<file path="config.mk">
export PLATFORM = sky130hd
export DESIGN_NAME = sync_fifo_fwft
export DESIGN_NICKNAME = d
export VERILOG_FILES = /design/src/rtl/fifo_pkg.sv /design/src/rtl/sync_fifo_mem.sv /design/src/rtl/sync_fifo_fwft.sv
export SDC_FILE = /design/constraint.sdc
export NUM_CORES = 1
export LEC_CHECK = 0
export ABC_AREA = 1
export CORE_ASPECT_RATIO = 1.75
export CORE_MARGIN = 3
export CORE_UTILIZATION = 40
export CTS_CLUSTER_SIZE = 12
export DETAILED_ROUTE_END_ITERATION = 10
export SLEW_MARGIN = 25
export SYNTH_ARGS = -nofsm -noshare
export SYNTH_HDL_FRONTEND = slang
export SYNTH_HIERARCHICAL = 1
export SYNTH_SLANG_ARGS = --single-unit
</file>
<file path="constraint.sdc">
create_clock -name clk -period 2.9 [get_ports clk]
set_input_delay 0.725 -clock clk [delete_from_list [all_inputs] [get_ports clk]]
set_output_delay 0.725 -clock clk [all_outputs]
set_load 0.01 [all_outputs]
</file>
<file path="src/rtl/fifo_pkg.sv">
// fifo_pkg: shared constants for the synchronous FIFO slice.
//   FWFT_STD / FWFT_FALL : read-mode selectors for sync_fifo_fwft.FWFT
//   DEF_DATASIZE         : default data word width
//   DEF_ADDRSIZE         : default address width (depth = 2**ADDRSIZE)
package fifo_pkg;
  localparam int FWFT_STD     = 0;
  localparam int FWFT_FALL    = 1;
  localparam int DEF_DATASIZE = 8;
  localparam int DEF_ADDRSIZE = 4;
endpackage

</file>
<file path="src/rtl/sync_fifo_mem.sv">
// sync_fifo_mem: 2**ADDRSIZE x DATASIZE storage array.
//   clk   : write clock
//   we    : write enable
//   waddr : write address
//   wdata : write data
//   raddr : read address (asynchronous read)
//   rdata : word at raddr
// Contents are deliberately not reset.
module sync_fifo_mem
  import fifo_pkg::*;
#(
  parameter int DATASIZE = DEF_DATASIZE,
  parameter int ADDRSIZE = DEF_ADDRSIZE
) (
  input  logic                clk,
  input  logic                we,
  input  logic [ADDRSIZE-1:0] waddr,
  input  logic [DATASIZE-1:0] wdata,
  input  logic [ADDRSIZE-1:0] raddr,
  output logic [DATASIZE-1:0] rdata
);
  logic [DATASIZE-1:0] mem [2**ADDRSIZE];

  always_ff @(posedge clk)
    if (we) mem[waddr] <= wdata;

  assign rdata = mem[raddr];
endmodule

</file>
<file path="src/rtl/sync_fifo_fwft.sv">
// sync_fifo_fwft: single-clock FIFO with selectable standard / first-word-
// fall-through read behaviour, occupancy count and sticky error flags.
//   clk, rst      : clock, synchronous active-high reset
//   winc, wdata   : write request and data
//   rinc          : read request
//   clr_err       : clears overflow/underflow
//   rdata         : read data (registered when FWFT=0, head word when FWFT=1)
//   wfull, rempty : full / empty
//   walmost_full  : count >= AFULL_LVL
//   ralmost_empty : count <= AEMPTY_LVL
//   count         : occupancy 0..2**ADDRSIZE
//   overflow      : sticky, write rejected while full
//   underflow     : sticky, read attempted while empty
module sync_fifo_fwft
  import fifo_pkg::*;
#(
  parameter int DATASIZE   = DEF_DATASIZE,
  parameter int ADDRSIZE   = DEF_ADDRSIZE,
  parameter int AFULL_LVL  = 2**ADDRSIZE-2,
  parameter int AEMPTY_LVL = 2,
  parameter int FWFT       = FWFT_STD
) (
  input  logic                clk,
  input  logic                rst,
  input  logic                winc,
  input  logic [DATASIZE-1:0] wdata,
  input  logic                rinc,
  input  logic                clr_err,
  output logic [DATASIZE-1:0] rdata,
  output logic                wfull,
  output logic                rempty,
  output logic                walmost_full,
  output logic                ralmost_empty,
  output logic [ADDRSIZE:0]   count,
  output logic                overflow,
  output logic                underflow
);
  localparam logic [ADDRSIZE:0] ONE      = {{ADDRSIZE{1'b0}}, 1'b1};
  localparam logic [ADDRSIZE:0] DEPTH_C  = {1'b1, {ADDRSIZE{1'b0}}};
  localparam logic [ADDRSIZE:0] AFULL_C  = AFULL_LVL[ADDRSIZE:0];
  localparam logic [ADDRSIZE:0] AEMPTY_C = AEMPTY_LVL[ADDRSIZE:0];

  logic [ADDRSIZE:0]   wptr, rptr, wptr_nxt, rptr_nxt, count_nxt;
  logic                rd_acc, wr_acc;
  logic [DATASIZE-1:0] head;

  assign rd_acc = rinc & ~rempty;
  // A write at full still goes in when a read frees the head slot this cycle.
  assign wr_acc = winc & (~wfull | rd_acc);

  assign wptr_nxt  = wr_acc ? wptr + ONE : wptr;
  assign rptr_nxt  = rd_acc ? rptr + ONE : rptr;
  // Extra pointer bit makes the difference the true occupancy, full included.
  assign count_nxt = wptr_nxt - rptr_nxt;

  always_ff @(posedge clk) begin
    if (rst) begin
      wptr          <= '0;
      rptr          <= '0;
      count         <= '0;
      wfull         <= 1'b0;
      rempty        <= 1'b1;
      walmost_full  <= 1'b0;
      ralmost_empty <= 1'b1;
      overflow      <= 1'b0;
      underflow     <= 1'b0;
    end else begin
      wptr          <= wptr_nxt;
      rptr          <= rptr_nxt;
      count         <= count_nxt;
      wfull         <= (count_nxt == DEPTH_C);
      rempty        <= (count_nxt == '0);
      walmost_full  <= (count_nxt >= AFULL_C);
      ralmost_empty <= (count_nxt <= AEMPTY_C);
      // New error wins over a same-cycle clear.
      overflow      <= (winc & ~wr_acc) | (overflow & ~clr_err);
      underflow     <= (rinc & rempty) | (underflow & ~clr_err);
    end
  end

  sync_fifo_mem #(.DATASIZE(DATASIZE), .ADDRSIZE(ADDRSIZE)) u_mem (
    .clk   (clk),
    .we    (wr_acc),
    .waddr (wptr[ADDRSIZE-1:0]),
    .wdata (wdata),
    .raddr (rptr[ADDRSIZE-1:0]),
    .rdata (head)
  );

  generate
    if (FWFT == FWFT_FALL) begin : g_fwft
      // Head word is visible as soon as the FIFO is non-empty.
      assign rdata = rempty ? '0 : head;
    end else begin : g_std
      // Captures the head before the same-edge write can touch that slot.
      always_ff @(posedge clk)
        if (rst)         rdata <= '0;
        else if (rd_acc) rdata <= head;
    end
  endgenerate
endmodule

</file>
==> results of run 1 <==
==> area by class of cell <==
| class | instances | area, µm² | area share [%] |
|---|---|---|---|
| multi-input cells | 441 | 2100 | 24.5 |
| repair buffers | 76 | 661 | 7.69 |
| inverters | 127 | 477 | 5.55 |
| clock inverters | 15 | 209 | 2.43 |
| flip-flops and latches | 157 | 4430 | 51.5 |
| well taps | 231 | 289 | 3.36 |
| clock buffers | 17 | 425 | 4.95 |
==> flip-flops by register name (all words and copies together), names as in the netlist, 5 cells and up <==
signal,count
rdata,8
rptr,5
wptr,5
u_mem/mem,128
count,5
==> layout by cell type (no fill, tap or decap), drive strengths merged, types with 2 or more instances in the layout <==
cell type,instances
nand2,235
dfxtp,29
ha,6
clkdlybuf4s50,31
nand4,3
clkbuf,17
xor2,3
nor2,54
o21ai,10
inv,132
clkinv,4
bufinv,4
a21oi,6
clkinvlp,2
buf,45
edfxtp,128
nand3b,4
nand3,114
==> per-stage QoR <==
step / cell area [µm²] / setup TNS (ps) / setup WS, ps / hold slack, ps / instances
after floorplan: 7190 / 0 / 433 / 479 / 753
final: 8590 / 0 / 305 / 464 / 1064
after global placement: 7960 / -338 / -126 / 455 / 1032
after detailed placement: 7960 / -485 / -135 / 453 / 1032
after global routing: 8590 / 0 / 143 / 477 / 1064
after CTS: 8590 / 0 / 315 / 467 / 1064
==> final timing paths <==
kind                                start      endpoint  slack, ps  cells after the start
worst max register to register     rempty  walmost_full        460                     16
worst min-delay path            underflow     underflow        460                      2
worst min register to register  underflow     underflow        460                      2
worst max-delay path                 rinc  walmost_full        310                     16
==> power by group through the flow <==
stage	clock network (µW)	registers, µW	logic (µW)
after detailed placement	0	2620	828
after CTS	2410	2570	833
after global placement	0	2620	825
final	2360	2570	824
after floorplan	0	2620	491
after global routing	2490	2580	915
==> metal layers <==
| layer | routed length (µm) | part of all wire, % | vias up | track usage [%] |
|---|---|---|---|---|
| met1 | 6530 | 38 | 2431 | 20.1 |
| met2 | 9510 | 55 | 113 | 35.0 |
| li1 | - | - | 2545 | - |
| met4 | 521 | 3.0 | 0 | 8.04 |
| met5 | 0 | 0 | - | 0 |
| met3 | 646 | 3.8 | 31 | 2.96 |
==> cell families (layout without fill, tap and decap cells) <==
logic type / count (synthesis) / count (layout) / share of synthesized area [%]
compound gates: 17 / 17 / 1.36
xor+xnor: 4 / 4 / 0.487
fa+ha+maj: 7 / 7 / 1.32
buf+inv: 155 / 235 / 9.25
flops: 157 / 157 / 61.5
mux: 1 / 1 / 0.139
simple gates: 412 / 412 / 25.9
==> critical path, cell delays in order <==
cell and delay (ps):
clkdlybuf4s50_1 460, nand2_4 120, a21oi_4 60, or2_2 270, o21ai_0 100, inv_1 120
ha_1 300, a31oi_1 180, buf_4 150, nand2_1 70, nand2_2 90, nand2_4 60
nand2_2 60, nand3_2 60, nand2_1 60, inv_1 40
==> summary.md, run 1 <==
| Metric | Value |
|---|---|
| First-pass GRT wire length | 27200 µm |
| Post-route DRC | 0 |
| Io pins | 32 |
| Clock slew at reported path FFs | 60 ps |
| CTS tree | yes |
| Die Height | 183 µm |
| Final antenna-violating net count | 0 |
| RePlAce Congestion | 0.835 |
| DR vias/cell | 4.81 |
| # H-tree levels | 4 |
| Area leader, netlist | edfxtp_1 |
| Layout cells sized above 1 | 13.6% |
| Setup crit end kind | register |
| PD cells | 670 nW/µm² |
| Worst skew pair latency | 420 ps |
| CP Max Fanout | 3 |
| Final Cycle Share | 89.5% |
| Synth warn | 6 |
| RSZ-0062 raised after global routing | false |
| Net Sw Power | 1460 µW |
| Primary FF master, synth | edfxtp_1 |
| Fmax | 0.385 GHz |
| Status | finished clean |
| Fin. Hold Viols | 0 |
| Total power | 5750 µW |
| Slew HR | 50.2% |
| Initial antenna violation count | 0 |
| Detailed placement HPWL | 11600 µm |
| Largest net degree at the start of global routing | 65 |
| # clock sinks | 157 |
| Initial DRC Count | 274 |
| Critical Path AT | 2920 ps |
| Routed len/inst | 16.2 µm |
| Vias in the first global route | 4972 |
| Starting Density | 41.0% |
| Nets | 840 |
| Post-Syn Area per Cell | 9.55 µm² |
| Seq/Total Area, Yosys | 61.5% |
| Total detailed-routing wirelength | 17200 µm |
| Post_cts resized | 0 |
| Postcts setup bufs | 0 |
| Congestion Overflow GR | 0 |
| Area delta synth->final | 19.4% |
| Top cells by area, synth | edfxtp_1 (53%), nand2_1 (11%), dfxtp_1 (8.1%), nand3_1 (7.5%), inv_1 (6.4%) |
| Fin crit period | 2590 ps |
| Inserted Clock Buffers | 17 |
| Worst Clk Skew | 5.73 ps |
| Gate Count Post-Synth | 753 |
| CTS Hold Bufs | 0 |
| Max Slew Vio Count | 0 |
| Slew @ Worst Pin | 744 ps |
| # fillers | 1624 |
| Clk pwr share | 41.0% |
| Async set or reset register ratio after synthesis | 0% |
| Crit path kind | in -> reg |
| Total Routing Usage GR | 18.6% |
| Post-synth top area share | 53.4% |
| Post-synth cell types | 31 |
| Final Util | 49.0% |
| Number of flops mapped to enable cells by yosys | 128 |
| Number of port buffers | 31 |
| N_diodes | 0 |
| Syn Std Cell Area | 7190 µm² |
| Net Sw Frac | 25.3% |
| Commonest cells post-synth | nand2_1 (216), edfxtp_1 (128), inv_1 (122), nand3_1 (108), nor2_1 (52) |
| Die ar. | 19700 µm² |
| Row Count | 64 |
| Setup violations, final | 0 |
| CORE AREA | 17500 µm² |
| Peak VDD IR | 0.477 mV |
| Syn_nets | 773 |
| CP Launch Type | input port |
| Comb power frac | 14.3% |
| Clk root buf | clkbuf_16 |
| DR pass1 iterations | 4 |
| DIE WIDTH | 107 µm |
| Static leakage | 0.00376 µW |
| Vias | 5120 |
| Max_cap viols | 0 |
| Maximum clock insertion buffer count | 2 |
| Internal | 4300 µW |
| Seq pwr share | 44.7% |
| #FFs+latches synth | 157 |
| Count leader, synth | nand2_1 |
| Worst EP required | 3220 ps |
| Hold Crit Class | reg -> reg |
Power figures use the tool's default switching activity.
==> run 2, diff against run 1 <==
--- a/config.mk
+++ b/config.mk
@@ -7,7 +7,6 @@
 export LEC_CHECK = 0
 export ABC_AREA = 1
 export CORE_ASPECT_RATIO = 1.75
-export CORE_MARGIN = 3
 export CORE_UTILIZATION = 40
 export CTS_CLUSTER_SIZE = 12
 export DETAILED_ROUTE_END_ITERATION = 10
==> run 2 against run 1 <==
- die area shrank 5.8%
- final cell count grew 0.38%
- clock power shrank 5%
- total power shrank 2.0%
- non-clock buffer count grew 4
- sequential power is essentially flat
- sequential share of layout area grew 0.12 points
- utilization shrank 0.11 points
- design area shrank 0.23%
- maximum frequency shrank 3.4%
- setup slack lost 91 ps
- critical path type unchanged
- critical endpoint unchanged
- highest routed layer unchanged
==> summary.md, run 2 (synthesis results as in run 1) <==
| Metric | Value |
|---|---|
| Status | finished clean |
| Vias | 5094 (-0.51%) |
| First-pass GRT wire length | 27500 µm (+1.2%) |
| Maximum clock insertion buffer count | 2 (unchanged) |
| Total Routing Usage GR | 20.6% (+2.0 points) |
| Cell Area, Placed | 7970 µm² (+0.22%) |
| Comb power frac | 14.5% (+0.2 points) |
| Net Sw Power | 1450 µW (-0.67%) |
| Setup ws final | 215 ps (-90.7 ps) |
| Slew @ Worst Pin | 706 ps (-37.8 ps) |
| Post-route DRC | 0 (unchanged) |
| # fillers | 1642 (+1.1%) |
| Final Cycle Share | 92.6% (+3.1 points) |
| Setup crit end kind | register |
| N_diodes | 0 (unchanged) |
| CP Max Fanout | 4 (+1) |
| PD cells | 658 nW/µm² (-1.8%) |
| Nets | 844 (+0.48%) |
| Design area | 8570 µm² (-0.23%) |
| DR pass1 iterations | 5 (+1) |
| CORE AREA | 17500 µm² (unchanged) |
| Max incr delay on CP | 460 ps (about the same) |
| Worst skew pair latency | 420 ps (about the same) |
| DP Worst Slack | -236 ps (-102 ps) |
| Clk pwr share | 39.9% (-1.1 points) |
| Final antenna-violating net count | 0 (unchanged) |
| CP Launch Type | input port |
| Io pins | 32 (unchanged) |
| Hold Crit Class | reg -> reg |
| Setup violations, final | 0 (unchanged) |
| Seq pwr share | 45.6% (+0.9 points) |
| Register area | 4430 µm² (unchanged) |
| Most frequent CP cell | nand2_1 |
| DIE WIDTH | 103 µm (-3.7%) |
| Post_cts resized | 0 (unchanged) |
| Number of port buffers | 31 (unchanged) |
| Final Util | 48.9% (-0.11 points) |
| Buf/Inv on CP | 3 (-1) |
| RSZ-0062 raised after global routing | false |
| Worst EP required | 3220 ps (about the same) |
| Postcts setup bufs | 0 (unchanged) |
| Row Count | 64 (unchanged) |
| Slew HR | 52.8% (+2.6 points) |
| Critical-path cell list | clkdlybuf4s50_1 > nand2_4 > a21oi_4 > or2_2 > o21ai_0 > inv_1 > ha_1 > a31oi_1 > nand2_1 > nand2_1 > nand2_1 > nand2_1 > nand3_2 > nand2_1 > inv_1 |
| Internal | 4190 µW (-2.5%) |
| Clock slew at reported path FFs | 60 ps (about the same) |
| Biggest register | u_mem/mem |
| Commonest non-fill, non-tap cell in the layout | nand2_1 |
| Delay-heaviest family, CP | simple AND/OR/NAND/NOR gates |
| Layout cells sized above 1 | 13.7% (+0.17 points) |
| DR vias/cell | 4.77 (-0.88%) |
| Fin. Hold Viols | 0 (unchanged) |
| Fin crit period | 2690 ps (+90.7 ps) |
| Initial antenna violation count | 0 (unchanged) |
| Net Sw Frac | 25.7% (+0.35 points) |
| Clk root buf | clkbuf_16 |
| Worst path slowest cell | clkdlybuf4s50_1 |
| Detailed placement HPWL | 11900 µm (+3.2%) |
| Static leakage | 0.00376 µW (about the same) |
| Die Height | 179 µm (-2.2%) |
| # H-tree levels | 4 (unchanged) |
| Worst Clk Skew | 8.46 ps (+2.73 ps) |
| Multi-input gate area | 2100 µm² (unchanged) |
| Commonest cells after routing, fill and taps aside | nand2_1 (216), edfxtp_1 (128), inv_1 (122) |
| Routed len/inst | 16.1 µm (-0.58%) |
| Max_cap viols | 0 (unchanged) |
| Die ar. | 18500 µm² (-5.8%) |
| Fmax | 0.372 GHz (-3.4%) |
| RePlAce Congestion | 0.916 (+9.7%) |
| Vias in the first global route | 5137 (+3.3%) |
| CTS tree | yes |
| Peak VDD IR | 0.499 mV (+4.6%) |
| Top flop regs | u_mem/mem: 128 flops, rdata: 8 flops |
| Initial DRC Count | 206 (-25%) |
| Congestion Overflow GR | 0 (unchanged) |
| Starting Density | 41.0% (unchanged) |
| Max reg flops | 128 (unchanged) |
| Largest net degree at the start of global routing | 61 (-6.2%) |
| Area delta synth->final | 19.1% |
| # clock sinks | 157 (unchanged) |
| Crit path kind | in -> reg |
| Critical Path AT | 3010 ps (+90 ps) |
| CTS Hold Bufs | 0 (unchanged) |
| Max Slew Vio Count | 0 (unchanged) |
| Inserted Clock Buffers | 17 (unchanged) |
| Total detailed-routing wirelength | 17200 µm (-0.20%) |
[run 2: changes by cell type in the layout (fill, tap and decap cells not counted), sizes merged]
cell / change
clkinv: +2
inv: -2
clkinvlp: -1
bufinv: -1
buf: +4
clkbuf: +2
[run 2: final cells by class]
cell class	instances	area share (%)
Timing Repair Buffer	80	7.91
Multi-Input combinational cell	441	24.5
Clock buffer	19	5.05
Inverter	127	5.56
Clock inverter	13	1.91
Sequential cell	157	51.6
Tap cell	231	3.37
[run 2: metal layers]
metal,up-vias,GRT usage (%),part of all wire (%)
met5,-,0,0
met4,0,10.9,4.2
met3,39,3.81,2.7
met2,113,37.5,56
met1,2395,21.4,37
li1,2547,-,-
[run 2: path summary, 6_finish.rpt]
kind / start / to / slack, ps / cells after the start
hold reg to reg: overflow / overflow / 470 / 2
hold / removal: overflow / overflow / 470 / 2
setup / recovery: rinc / walmost_full / 210 / 15
setup reg to reg: rempty / walmost_full / 460 / 15
[run 2: power by group through the flow]
stage | Sequential [µW] | Combinational, µW | Clock, µW
2_1_floorplan | 2620 | 491 | 0
3_3_place_gp | 2620 | 815 | 0
3_5_place_dp | 2620 | 818 | 0
4_1_cts | 2570 | 825 | 2280
5_1_grt | 2580 | 905 | 2380
6_report | 2570 | 815 | 2250
[run 2: through the flow]
stage / hold WS (ps) / total power [µW] / cells / setup TNS (ps)
CTS: 472 / 5680 / 1068 / 0
detailed placement: 457 / 3440 / 1036 / -861
floorplan: 479 / 3120 / 753 / 0
global placement: 456 / 3440 / 1036 / -746
finish: 469 / 5640 / 1068 / 0
global route: 481 / 5860 / 1068 / 0
[run 2: worst min-delay path, cell delays in order, from the launching register on]
cell and delay, ps:
dfxtp_1 310, nand2_1 60, a21oi_1 50
